--- config.mk ---
export PLATFORM = sky130hd
export DESIGN_NAME = mem_ctrl_flat
export DESIGN_NICKNAME = d
export VERILOG_FILES = /design/src/rtl/mem_ctrl_pkg.sv /design/src/rtl/mem_ctrl_if.sv /design/src/rtl/mem_ctrl.sv /design/src/flat_wrapper.sv
export SDC_FILE = /design/constraint.sdc
export NUM_CORES = 1
export LEC_CHECK = 0
export ABC_CLOCK_PERIOD_IN_PS = 3700
export CAP_MARGIN = 30
export CORE_MARGIN = 3
export CORE_UTILIZATION = 30
export CTS_CLUSTER_SIZE = 30
export DETAILED_ROUTE_END_ITERATION = 10
export MAX_ROUTING_LAYER = met4
export SLEW_MARGIN = 20
export SYNTH_ARGS = -nofsm -noshare
export SYNTH_HDL_FRONTEND = slang
export SYNTH_SLANG_ARGS = --single-unit
--- constraint.sdc ---
create_clock -name clk -period 3.7 [get_ports clk]
set_input_delay 0.925 -clock clk [delete_from_list [all_inputs] [get_ports clk]]
set_output_delay 0.925 -clock clk [all_outputs]
set_load 0.005 [all_outputs]
--- src/rtl/mem_ctrl_pkg.sv ---
// Shared types and constants for the byte-serialising memory controller.
package mem_ctrl_pkg;

   typedef enum logic [1:0] {
      ST_IDLE  = 2'd0,
      ST_READ  = 2'd1,
      ST_WRITE = 2'd2,
      ST_DONE  = 2'd3
   } state_t;

   typedef enum logic {
      OWN_IF  = 1'b0,
      OWN_MEM = 1'b1
   } owner_t;

   localparam logic [1:0] LEN_BYTE = 2'd0;
   localparam logic [1:0] LEN_HALF = 2'd1;
   localparam logic [1:0] LEN_WORD = 2'd3;

   // Address bits [17:16] select the IO write buffer.
   localparam logic [1:0] IO_SEL = 2'b11;

   function automatic logic is_io(input logic [31:0] a);
      return a[17:16] == IO_SEL;
   endfunction

   // Byte count for a length code; the illegal code 2 maps to 3 bytes.
   function automatic logic [2:0] len_to_n(input logic [1:0] len);
      logic [2:0] n;
      case (len)
         LEN_BYTE: n = 3'd1;
         LEN_HALF: n = 3'd2;
         LEN_WORD: n = 3'd4;
         default:  n = 3'd3;
      endcase
      return n;
   endfunction

endpackage

--- src/rtl/mem_ctrl_if.sv ---
// Fetch, load/store and byte-wide RAM/IO signals of the memory controller.
interface mem_ctrl_if;
   logic        if_req;
   logic [31:0] if_addr;
   logic        if_done;
   logic [31:0] if_inst;
   logic        mem_req;
   logic        mem_we;
   logic [1:0]  mem_len;
   logic [31:0] mem_addr;
   logic [31:0] mem_wdata;
   logic        mem_done;
   logic [31:0] mem_rdata;
   logic        stall_req_if;
   logic        stall_req_mem;
   logic [7:0]  ram_din;
   logic [7:0]  ram_dout;
   logic [31:0] ram_a;
   logic        ram_wr;
   logic        io_buffer_full;

   modport slave (
      input  if_req, if_addr, mem_req, mem_we, mem_len, mem_addr, mem_wdata,
             ram_din, io_buffer_full,
      output if_done, if_inst, mem_done, mem_rdata, stall_req_if, stall_req_mem,
             ram_dout, ram_a, ram_wr
   );

   modport master (
      output if_req, if_addr, mem_req, mem_we, mem_len, mem_addr, mem_wdata,
             ram_din, io_buffer_full,
      input  if_done, if_inst, mem_done, mem_rdata, stall_req_if, stall_req_mem,
             ram_dout, ram_a, ram_wr
   );
endinterface

--- src/rtl/mem_ctrl.sv ---
// Memory controller: arbitrates fetch and load/store requests onto a
// byte-wide RAM/IO port and serialises 1/2/4-byte accesses.
//
//   state    | meaning
//   ---------+-----------------------------------------------------------
//   ST_IDLE  | waiting; latches MEM request (priority) or IF request
//   ST_READ  | presents addr+cnt, captures ram_din one cycle later
//   ST_WRITE | writes wdata byte cnt to addr+cnt, holds on full IO buffer
//   ST_DONE  | owner's done pulse; requests ignored; back to idle
module mem_ctrl
   import mem_ctrl_pkg::*;
(
   input  logic      clk,
   input  logic      rst,
   input  logic      rdy,
   mem_ctrl_if.slave bus
);

   state_t      state, state_nx;
   owner_t      owner, owner_nx;
   logic [2:0]  cnt, cnt_nx;
   logic [2:0]  n, n_nx;
   logic        we, we_nx;
   logic [31:0] addr, addr_nx;
   logic [31:0] wdata, wdata_nx;
   logic [31:0] rbuf, rbuf_nx;
   logic [31:0] if_inst_q, mem_rdata_q;
   logic [31:0] ram_a_hold;

   logic [31:0] a_cur;
   logic [31:0] ram_a_c;
   logic [7:0]  dout_c;
   logic        wr_c;
   logic        io_hold;
   logic [1:0]  idx;

   // Next-state, datapath update and RAM port drive for the current state.
   always_comb begin
      state_nx = state;
      owner_nx = owner;
      cnt_nx   = cnt;
      n_nx     = n;
      we_nx    = we;
      addr_nx  = addr;
      wdata_nx = wdata;
      rbuf_nx  = rbuf;
      ram_a_c  = '0;
      dout_c   = '0;
      wr_c     = 1'b0;
      io_hold  = 1'b0;
      a_cur    = addr + {29'd0, cnt};
      idx      = cnt[1:0] - 2'd1;

      case (state)
         ST_IDLE: begin
            cnt_nx = '0;
            if (bus.mem_req) begin
               owner_nx = OWN_MEM;
               we_nx    = bus.mem_we;
               addr_nx  = bus.mem_addr;
               n_nx     = len_to_n(bus.mem_len);
               wdata_nx = bus.mem_wdata;
               rbuf_nx  = '0;
               state_nx = bus.mem_we ? ST_WRITE : ST_READ;
            end else if (bus.if_req) begin
               owner_nx = OWN_IF;
               we_nx    = 1'b0;
               addr_nx  = bus.if_addr;
               n_nx     = 3'd4;
               rbuf_nx  = '0;
               state_nx = ST_READ;
            end
         end
         ST_READ: begin
            if (cnt < n) ram_a_c = a_cur;
            // Byte presented in the previous cycle arrives now.
            if (cnt != 3'd0) rbuf_nx[{idx, 3'b000} +: 8] = bus.ram_din;
            if (cnt >= n) state_nx = ST_DONE;
            else          cnt_nx   = cnt + 3'd1;
         end
         ST_WRITE: begin
            ram_a_c = a_cur;
            dout_c  = wdata[{cnt[1:0], 3'b000} +: 8];
            io_hold = is_io(a_cur) && bus.io_buffer_full;
            wr_c    = !io_hold;
            if (!io_hold) begin
               if (cnt == n - 3'd1) state_nx = ST_DONE;
               else                 cnt_nx   = cnt + 3'd1;
            end
         end
         ST_DONE: state_nx = ST_IDLE;
         default: state_nx = ST_IDLE;
      endcase
   end

   // State and datapath registers; everything freezes while rdy is low.
   always_ff @(posedge clk) begin
      if (rst) begin
         state       <= ST_IDLE;
         owner       <= OWN_IF;
         cnt         <= '0;
         n           <= '0;
         we          <= 1'b0;
         addr        <= '0;
         wdata       <= '0;
         rbuf        <= '0;
         if_inst_q   <= '0;
         mem_rdata_q <= '0;
         ram_a_hold  <= '0;
      end else if (rdy) begin
         state      <= state_nx;
         owner      <= owner_nx;
         cnt        <= cnt_nx;
         n          <= n_nx;
         we         <= we_nx;
         addr       <= addr_nx;
         wdata      <= wdata_nx;
         rbuf       <= rbuf_nx;
         // Last presented address; re-shown during a freeze so the byte in
         // flight is fetched again before capture resumes.
         ram_a_hold <= ram_a_c;
         if (state_nx == ST_DONE && state != ST_DONE) begin
            if (owner == OWN_IF) if_inst_q   <= rbuf_nx;
            else                 mem_rdata_q <= we ? '0 : rbuf_nx;
         end
      end
   end

   assign bus.if_done       = (state == ST_DONE) && (owner == OWN_IF);
   assign bus.mem_done      = (state == ST_DONE) && (owner == OWN_MEM);
   assign bus.if_inst       = if_inst_q;
   assign bus.mem_rdata     = mem_rdata_q;
   assign bus.stall_req_if  = bus.if_req  && !bus.if_done;
   assign bus.stall_req_mem = bus.mem_req && !bus.mem_done;

   assign bus.ram_a    = rst ? '0 : (rdy ? ram_a_c : ram_a_hold);
   assign bus.ram_dout = rst ? '0 : dout_c;
   assign bus.ram_wr   = !rst && rdy && wr_c;

endmodule

--- src/flat_wrapper.sv ---
// flat-port wrapper written by rule: the top's interface ports become plain ports
module mem_ctrl_flat import mem_ctrl_pkg::*;
  (clk, rst, rdy, bus_if_req, bus_if_addr, bus_mem_req, bus_mem_we, bus_mem_len, bus_mem_addr, bus_mem_wdata, bus_ram_din, bus_io_buffer_full, bus_if_done, bus_if_inst, bus_mem_done, bus_mem_rdata, bus_stall_req_if, bus_stall_req_mem, bus_ram_dout, bus_ram_a, bus_ram_wr);
  mem_ctrl_if bus_i ();
  input  logic clk;
  input  logic rst;
  input  logic rdy;
  input wire logic [$bits(bus_i.if_req)-1:0] bus_if_req;
  input wire logic [$bits(bus_i.if_addr)-1:0] bus_if_addr;
  input wire logic [$bits(bus_i.mem_req)-1:0] bus_mem_req;
  input wire logic [$bits(bus_i.mem_we)-1:0] bus_mem_we;
  input wire logic [$bits(bus_i.mem_len)-1:0] bus_mem_len;
  input wire logic [$bits(bus_i.mem_addr)-1:0] bus_mem_addr;
  input wire logic [$bits(bus_i.mem_wdata)-1:0] bus_mem_wdata;
  input wire logic [$bits(bus_i.ram_din)-1:0] bus_ram_din;
  input wire logic [$bits(bus_i.io_buffer_full)-1:0] bus_io_buffer_full;
  output wire logic [$bits(bus_i.if_done)-1:0] bus_if_done;
  output wire logic [$bits(bus_i.if_inst)-1:0] bus_if_inst;
  output wire logic [$bits(bus_i.mem_done)-1:0] bus_mem_done;
  output wire logic [$bits(bus_i.mem_rdata)-1:0] bus_mem_rdata;
  output wire logic [$bits(bus_i.stall_req_if)-1:0] bus_stall_req_if;
  output wire logic [$bits(bus_i.stall_req_mem)-1:0] bus_stall_req_mem;
  output wire logic [$bits(bus_i.ram_dout)-1:0] bus_ram_dout;
  output wire logic [$bits(bus_i.ram_a)-1:0] bus_ram_a;
  output wire logic [$bits(bus_i.ram_wr)-1:0] bus_ram_wr;
  assign bus_i.if_req = bus_if_req;
  assign bus_i.if_addr = bus_if_addr;
  assign bus_i.mem_req = bus_mem_req;
  assign bus_i.mem_we = bus_mem_we;
  assign bus_i.mem_len = bus_mem_len;
  assign bus_i.mem_addr = bus_mem_addr;
  assign bus_i.mem_wdata = bus_mem_wdata;
  assign bus_i.ram_din = bus_ram_din;
  assign bus_i.io_buffer_full = bus_io_buffer_full;
  assign bus_if_done = bus_i.if_done;
  assign bus_if_inst = bus_i.if_inst;
  assign bus_mem_done = bus_i.mem_done;
  assign bus_mem_rdata = bus_i.mem_rdata;
  assign bus_stall_req_if = bus_i.stall_req_if;
  assign bus_stall_req_mem = bus_i.stall_req_mem;
  assign bus_ram_dout = bus_i.ram_dout;
  assign bus_ram_a = bus_i.ram_a;
  assign bus_ram_wr = bus_i.ram_wr;
  mem_ctrl u_core (.clk(clk), .rst(rst), .rdy(rdy), .bus(bus_i));
endmodule
# After elaboration in Yosys (flattened, before gate mapping)

Cells that the tools add are included.

Shift operators: 3
Magnitude comparators: 2
Equality and inequality tests: 12
Reduce and logical (&&, ||, !) cells: 22
$add $sub $neg: 5
Muxes and demuxes: 32
Bitwise gates (word level): 1

Operator list:

| operator                                                               | count |
|---|---|
| 32-bit 2-to-1 mux                                                      | 9 |
| 32-bit case mux with 2 select lines                                    | 2 |
| 32-bit by 3-bit adder with 32-bit output                               | 1 |
| 32-bit bitwise mux                                                     | 1 |
| 8-bit by 7-bit variable shift with 32-bit output, first input constant | 1 |
| 32-bit by 6-bit variable part select with 8-bit output                 | 1 |
| 8-bit by 7-bit variable part select with 32-bit output                 | 1 |
| 3-bit case mux with 3 select lines                                     | 2 |
| 8-bit 2-to-1 mux                                                       | 2 |
| 3-bit 2-to-1 mux                                                       | 5 |
| 2-bit 2-to-1 mux                                                       | 6 |
| 3-bit AND reduction                                                    | 4 |
| 2-bit == test, second input constant                                   | 5 |
| 1-bit logical AND                                                      | 8 |
| 2-bit inequality test, second input constant                           | 4 |
| 2-bit case mux with 4 select lines                                     | 1 |
| 5-bit negator with 7-bit output                                        | 1 |
| 3-bit nonzero test                                                     | 2 |
| 5-bit AND reduction                                                    | 1 |
| 2-bit by 1-bit == test with 1-bit output, second input constant        | 2 |
| 1-bit zero test                                                        | 4 |
| 2-bit zero test                                                        | 2 |
| 1-bit 2-to-1 mux                                                       | 4 |
| 3-bit by 1-bit adder with 3-bit output, second input constant          | 1 |
| 7 further kinds                                                        | 7 |

Register bits after elaboration: 202
Word-level logic and storage cells: 88
Input port bits: 113

# Longest topological paths before layout

Gate-level depths: netlist of run 1.

Depth after elaboration: 8
Mapped depth: 12
Gate-level depth less buffers: 10

# Worst setup path after synthesis of run 1

No wires, ideal clock.

Kind: flip-flop to output port
Start point: reg u_core.cnt[1]
End point: out bus_ram_a[26]
Arrival time: 2.689 ns
Data required time: 2.775 ns
Buffers on the path: 2
Cell stages (with the launch flop): 12
Slack: 0.086 ns
Cell sequence: dfxtp_1 buf_2 inv_1 fa_1 nor2b_1 o211ai_1 or2_2 clkbuf_1 nor3_1 nand2_1 xnor2_1 a22o_1

Word-level cells in the longest chain between the ends: 5
Elaborated cells between the ends (all ways): 6

Ends and longest elaborated chain:

| element                                                                                | RTL line                       | source |
|---|---|---|
| from (decl)                                                                            | mem_ctrl.sv:21                 | `logic [2:0] cnt, cnt_nx;` |
| from (signal assigned)                                                                 | mem_ctrl.sv:113                | `cnt <= cnt_nx;` |
| 32-bit by 3-bit adder with 32-bit output or 3-bit less-than comparator (tied branches) | mem_ctrl.sv:51, mem_ctrl.sv:75 |  |
| 32-bit 2-to-1 mux                                                                      | mem_ctrl.sv:75                 | `if (cnt < n) ram_a_c = a_cur;` |
| 32-bit case mux with 2 select lines *                                                  | mem_ctrl.sv:54                 | `case (state)` |
| 32-bit 2-to-1 mux *                                                                    | -                              |  |
| 32-bit 2-to-1 mux *                                                                    | mem_ctrl.sv:136                | `assign bus.ram_a = rst ? '0 : (rdy ? ram_a_c : ram_a_hold);` |
| to (decl)                                                                              | flat_wrapper.sv:24             | `output wire logic [$bits(bus_i.ram_a)-1:0] bus_ram_a;` |

Mark *: on every way between the ends. The rest lies on a longest branch, timed or not.

# Worst setup path after layout of run 1

Start point: reg u_core.cnt[0]
End point: out bus_ram_a[24]

The elaborated chain is that of the path after synthesis.

==> reports/results.ini, run 1 <==
[run_status]
violations = negative setup slack
status = finished with violations

[clock_tree]
clk_latency_ns = 0.51
path_clk_slew_ns = 0.06
htree_levels = 1
cts.path.max_buffers = 3
cts_hold_buf = 0
cts_tree = yes
numCtsBuffers = 24
cts_root_buf = clkbuf_16
clkSinkCount = 202

[cells_and_area]
fin_nets = 1397
multiInputGateArea_um2 = 4920
final_area_um2 = 13100
area_delta_synth_final_pct = 43.5
nFillCells = 2870
regArea_um2 = 4050
drive_gt1_share_pct = 15.1

[grt]
grt_max_degree = 92
grt_pass1_wl_mm = 44.8
antenna_found_initial = 3
grt_pass1_vias = 8208
track_usage_pct = 16.9
overflow = 0

[route]
ant_nets = 0
wl_per_cell_um = 17.0
routed_wirelength_mm = 28.4
viasPerCell = 5.09
drc_errors = 0
vias = 8507
drtPass1Iterations = 4
first_iter_violations = 489

[power_and_ir_drop]
ir_drop_mv = 0.256
p_int_mw = 4.18
comb_power_share_pct = 16.3
power_leakage_nw = 4.93
p_per_area_nw_per_um2 = 430
switching_share_pct = 25.9
power_mw = 5.65
p_switching_mw = 1.46
seqPwrFrac_pct = 42.3
clkPwrFrac_pct = 41.5

[critical_path]
crit_type = flop to output port
crit_family = simple AND/OR/NAND/NOR gates
startpoint_type = flop
path_buf_inv = 4
cpPeakStageDelay_ns = 0.38
arrival_ns = 2.93
critPathSlowestCell = fa_2
path_cells = ha_4, inv_2, fa_2, nor2b_2, o211ai_1, or2_4, nor3_2, buf_4, buf_6, nand2_2, xnor2_1, a22o_1, buf_2
cp-end-kind = output port
cp_max_fo = 3
required_ns = 2.77

[yosys]
ys_seq_area_share_pct = 44.2
async_flop_share_pct = 0
synthCells = 1027
postSynthAreaPerCell_um2 = 8.91
syn-cell-area_um2 = 9160
synth.lib_cells_used.distinct = 56
ys_warn_count = 0
yosys_register_bits = 202
synth_flop_cell = dfxtp_1
synth_edf_count = 0
syn-num-nets = 1160

[timing]
worst_pin_slew_ns = 0.985
final_max_slew_viol_count = 0
period_needed_ns = 3.85
max_slew_margin_pct = 34.4
layout_setup_ws_ns = -0.153
finalSetupViolCount = 6
fmax_ghz = 0.260
rsz0062_at_grt = yes
fin_crit_sh_pct = 104
hold_viol_final = 0
fin_skew_ns = 0.0109

[floorplanning]
core_area_um2 = 29900
io_pins = 222
die_h_um = 181
die_w_um = 181
die_area_um2 = 32600
placementRows = 63
start_util_pct = 30.6

[place]
gp_congestion = 0.814
dpl.hpwl_mm = 19.5
dp_slack_ns = -0.0993
portBuffers = 221
dpl-instance-area_um2 = 12000

[flow_run]
maxCapViolCount = 0

[worst_hold_path]
hold_path_class = flop to flop

## timing repair
item / CTS / global route
pin swaps: 39 / 37
buffers inserted: 10 / 13
gates resized for setup: 103 / 48
cloned: 1 / 0
endpoints found under the setup margin: 33 / 67
## cell type report
class                      instances  area share [%]
clock inverter                     6           0.667
multi-input combinational        724            37.5
sequential                       202            30.8
timing repair buffer             298            21.5
tap                              390            3.71
antenna                            3          0.0572
clock buffer                      33            5.30
inverter                          14           0.400
## worst paths after layout
kind / from / to / slack [ns] / cells past startpoint
worst max-delay path: u_core.cnt[0] / bus_ram_a[24] / -0.15 / 13
worst min-delay path: u_core.wdata[10] / u_core.wdata[10] / 0.45 / 2
worst max register to register: u_core.cnt[0] / u_core.bus.mem_rdata[30] / 0.18 / 11
worst min register to register: u_core.wdata[10] / u_core.wdata[10] / 0.45 / 2
## synthesized netlist by cell type, drive strengths merged, types with 3 or more instances
master / number / share of area, %
mux4: 8 / 2.0
ha: 19 / 2.6
buf: 14 / 0.68
dfxtp: 202 / 44
nand4: 7 / 0.64
inv: 13 / 0.53
o31ai: 3 / 0.25
a21oi: 80 / 4.4
a2bb2oi: 3 / 0.29
o41ai: 24 / 2.3
or4: 10 / 0.86
a211oi: 99 / 8.2
nand2b: 6 / 0.41
a21o: 7 / 0.57
nor3: 7 / 0.38
nor2b: 41 / 2.8
clkbuf: 73 / 3.0
xnor2: 21 / 2.0
a22o: 8 / 0.77
nand2: 89 / 3.6
and2: 3 / 0.21
and3: 6 / 0.41
nand3b: 3 / 0.25
nor2: 109 / 4.5
or2: 4 / 0.27
nor4: 3 / 0.21
mux2i: 32 / 3.5
nand3: 10 / 0.55
xor2: 9 / 0.86
o21ai: 37 / 2.0
a22oi: 55 / 4.5
## layout by cell type, fill, tap and decap left out, types with 4 or more instances in the layout
cell	netlist	layout
nand2b_1	6	6
dlygate4sd2_1	0	4
clkbuf_2	1	7
o41ai_1	24	24
mux2i_1	32	32
xnor2_1	21	20
nand2_1	89	85
ha_1	19	16
a21oi_1	80	80
clkbuf_8	0	4
nor2_4	0	5
o21ai_0	36	35
a22o_1	8	8
nand4_1	6	6
nor2b_1	41	40
nor3_1	7	4
a211oi_1	98	98
nand3_1	10	8
nor2_1	109	101
buf_6	0	10
dfxtp_1	202	198
mux4_2	8	8
a22oi_1	55	55
nand2_2	0	4
clkdlybuf4s50_1	0	185
inv_1	13	10
clkbuf_16	0	25
and3_1	6	6
buf_2	8	16
buf_4	0	62
clkbuf_1	72	4
or4_1	9	8
dlymetal6s2s_1	0	7
xor2_1	9	9
buf_12	0	5
a21o_1	7	7
## power by group through the flow
stage / Sequential [mW] / Clock (mW) / Combinational [mW]
2_1_floorplan: 2.41 / 0 / 0.492
3_3_place_gp: 2.42 / 0 / 0.882
3_5_place_dp: 2.43 / 0 / 0.895
4_1_cts: 2.38 / 2.42 / 0.912
5_1_grt: 2.40 / 2.51 / 1.01
6_report: 2.39 / 2.34 / 0.918
## stage by stage
step / hold WS [ns] / setup TNS, ns / utilization (%) / std cells
2_1_floorplan: 0.433 / 0 / - / 1027
4_1_cts: 0.455 / -2.35 / 43.5 / 1655
3_3_place_gp: 0.441 / -1.39 / 40.1 / 1603
6_report: 0.454 / -0.480 / 44.0 / 1670
3_5_place_dp: 0.447 / -0.764 / 40.2 / 1605
5_1_grt: 0.469 / -2.31 / 44.0 / 1670
## routing by layer
layer | routed length, um | track usage (%)
met5 | 0 | -
met4 | 479 | 3.44
met3 | 1720 | 3.48
met2 | 13300 | 27.0
met1 | 12900 | 22.4
## flip-flops by register name (all words and copies together), names as in the netlist
register,flops
u_core.addr,32
u_core.bus.if_inst,32
u_core.bus.mem_rdata,32
u_core.ram_a_hold,32
u_core.rbuf,32
u_core.wdata,32
u_core.cnt,3
u_core.n,3
u_core.state,2
u_core.owner,1
u_core.we,1
## cell families (layout without fill, tap and decap cells)
logic type / after synthesis / in the layout / synth area share [%]
DFF: 202 / 202 / 44.2
muxes: 41 / 41 / 5.59
other: 0 / 3 / 0
AOI/OAI and AO/OA: 330 / 330 / 24.5
and+or+nand+nor: 302 / 302 / 15.5
xor gates and xnor gates: 31 / 31 / 3.13
buffers and inverters: 101 / 351 / 4.26
adders and majority gates: 20 / 20 / 2.82
## worst reg2reg max path: stages, from the launching register on
cell and delay (ns):
dfxtp_4 0.37, ha_4 0.14, inv_2 0.04, fa_2 0.38, nor2b_2 0.13, o211ai_1 0.15
buf_4 0.19, o311a_1 0.36, or4_4 0.57, a211o_2 0.45, or4_1 0.52, a21oi_1 0.14
Power figures use the tool's default switching activity.
==> run 2, diff against run 1 <==
--- a/config.mk
+++ b/config.mk
@@ -8,11 +8,12 @@
 export ABC_CLOCK_PERIOD_IN_PS = 3700
 export CAP_MARGIN = 30
 export CORE_MARGIN = 3
-export CORE_UTILIZATION = 30
+export CORE_UTILIZATION = 45
 export CTS_CLUSTER_SIZE = 30
 export DETAILED_ROUTE_END_ITERATION = 10
 export MAX_ROUTING_LAYER = met4
-export SLEW_MARGIN = 20
+export PLACE_DENSITY = 0.77
+export SLEW_MARGIN = 5
 export SYNTH_ARGS = -nofsm -noshare
 export SYNTH_HDL_FRONTEND = slang
 export SYNTH_SLANG_ARGS = --single-unit
==> reports/results.ini, run 2 (synthesized netlist as in run 1, its figures left out) <==
[run_status]
status = finished with violations
violations = negative setup slack

[timing]
fin_crit_sh_pct = 104
final_max_slew_viol_count = 0
max_slew_margin_pct = 39.8
rsz0062_at_grt = yes
fin_skew_ns = 0.00711
hold_viol_final = 0
finalSetupViolCount = 8
period_needed_ns = 3.87
worst_pin_slew_ns = 0.904
holdWs_ns = 0.453
layout_setup_ws_ns = -0.166
finalSetupTns_ns = -0.666
fmax_ghz = 0.259

[route]
ant_nets = 0
viasPerCell = 5.54
drc_errors = 0
routed_wirelength_mm = 26.3
first_iter_violations = 572
vias = 8513
wl_per_cell_um = 17.1
drtPass1Iterations = 5

[floorplanning]
die_h_um = 149
placementRows = 51
die_w_um = 149
die_area_um2 = 22100
start_util_pct = 46.4
core_area_um2 = 19700
io_pins = 222

[worst_hold_path]
worstHoldStart = u_core.wdata[30]
whs_path_depth = 2
min_to = u_core.wdata[30]
hold_path_class = flop to flop

[grt]
grt_busiest_layer = met2
use_met1_pct = 30.2
use_met3_pct = 3.72
track_usage_pct = 23.5
antenna_found_initial = 2
grt_pass1_wl_mm = 42.0
grt_max_degree = 90
use_met2_pct = 38.5
grt_pass1_vias = 8285
overflow = 0

[critical_path]
cp-end-kind = output port
arrival_ns = 2.94
cp_max_fo = 2
rrSetupSlack_ns = 0.25
rr_startpoint = u_core.cnt[0]
rr_endpoint = u_core.bus.mem_rdata[28]
required_ns = 2.77
rr_worst_depth = 12
crit_type = flop to output port
startpoint_type = flop

[cells_and_area]
regArea_um2 = 4050
area_delta_synth_final_pct = 41.0
nFillCells = 1612
multiInputGateArea_um2 = 4970
fin_nets = 1387
final_common_cell = dfxtp_1
drive_gt1_share_pct = 13.9
fin_util_pct = 65.5
final_cell_mix = dfxtp_1 (198), clkdlybuf4s50_1 (187), nor2_1 (104)

[place]
dpl.hpwl_mm = 18.0
gp_congestion = 0.830
portBuffers = 221

[flow_run]
maxCapViolCount = 0

[clock_tree]
cts.path.max_buffers = 3
htree_levels = 1
clkSinkCount = 202
cts_hold_buf = 0
cts_tree = yes
numCtsBuffers = 23
cts_root_buf = clkbuf_16
path_clk_slew_ns = 0.06
clk_latency_ns = 0.51

[power_and_ir_drop]
ir_drop_mv = 0.310
p_per_area_nw_per_um2 = 424
power_leakage_nw = 4.91

run 2: changes by cell type in the layout (fill, tap and decap cells not counted), moves of 4 or more:
| cell | delta |
|---|---|
| clkbuf_8 | +4 |
| nand2_2 | -4 |
| dlygate4sd2_1 | +8 |
| o41ai_1 | -4 |
| o41ai_2 | +4 |
| clkbuf_2 | -6 |
| buf_4 | -9 |
| a22oi_2 | +4 |
| a22oi_1 | -4 |
run 2: where the power goes:
part           internal [mW]  switching, mW
clock network           1.30          0.899
registers               2.30         0.0880
logic                  0.430          0.466
total                   4.02           1.45
run 2: area by class of cell:
type,count,share of cell area (%)
Clock inverter,6,0.300
Inverter,14,0.407
Antenna cell,2,0.0388
Multi-Input combinational cell,724,38.5
Clock buffer,34,5.40
Sequential cell,202,31.4
Tap cell,265,2.57
Timing Repair Buffer,289,21.4
run 2: through the flow:
stage / cells / power [mW] / setup slack, ns / instance area (um2)
after floorplan: 1027 / 2.90 / 0.0858 / 9160
after global placement: 1472 / 3.27 / -0.192 / 11800
after detailed placement: 1473 / 3.29 / -0.0785 / 11800
after CTS: 1525 / 5.49 / -0.197 / 12700
after global routing: 1536 / 5.71 / -0.284 / 12900
final: 1536 / 5.48 / -0.166 / 12900
run 2: routing by layer:
metal,up-vias,wire length (um)
li1,4210,-
met1,3966,11200
met2,275,12600
met3,62,1650
met4,0,890
met5,-,0
run 2: how the worst max path moves through the flow:
| stage | cells past startpoint | endpoint | slack [ns] | start |
|---|---|---|---|---|
| after global routing | 14 | bus_ram_a[26] | -0.28 | u_core.cnt[0] |
| final | 14 | bus_ram_a[26] | -0.17 | u_core.cnt[0] |
| after detailed placement | 12 | bus_ram_a[26] | -0.08 | u_core.cnt[0] |
| after global placement | 8 | bus_ram_a[27] | -0.19 | u_core.addr[2] |
| after floorplan | 11 | bus_ram_a[26] | 0.09 | u_core.cnt[1] |
| after CTS | 14 | bus_ram_a[26] | -0.20 | u_core.cnt[0] |
run 2: worst max-delay path: stages, from the launching register on:
cell	delay, ns
dfxtp_4	0.36
ha_4	0.14
inv_2	0.03
fa_2	0.34
nor2b_2	0.15
o211ai_1	0.14
or2_4	0.29
nor3_2	0.15
buf_4	0.16
buf_6	0.10
buf_6	0.09
nand2_4	0.04
xnor2_1	0.11
a22o_1	0.20
buf_2	0.13
run 2: what timing repair did:
item,CTS,global route
resized for setup,105,33
hold endpoints to repair,0,0
pin swaps,29,24
gates cloned,0,1
setup endpoints to repair,33,94
buffers inserted,13,11
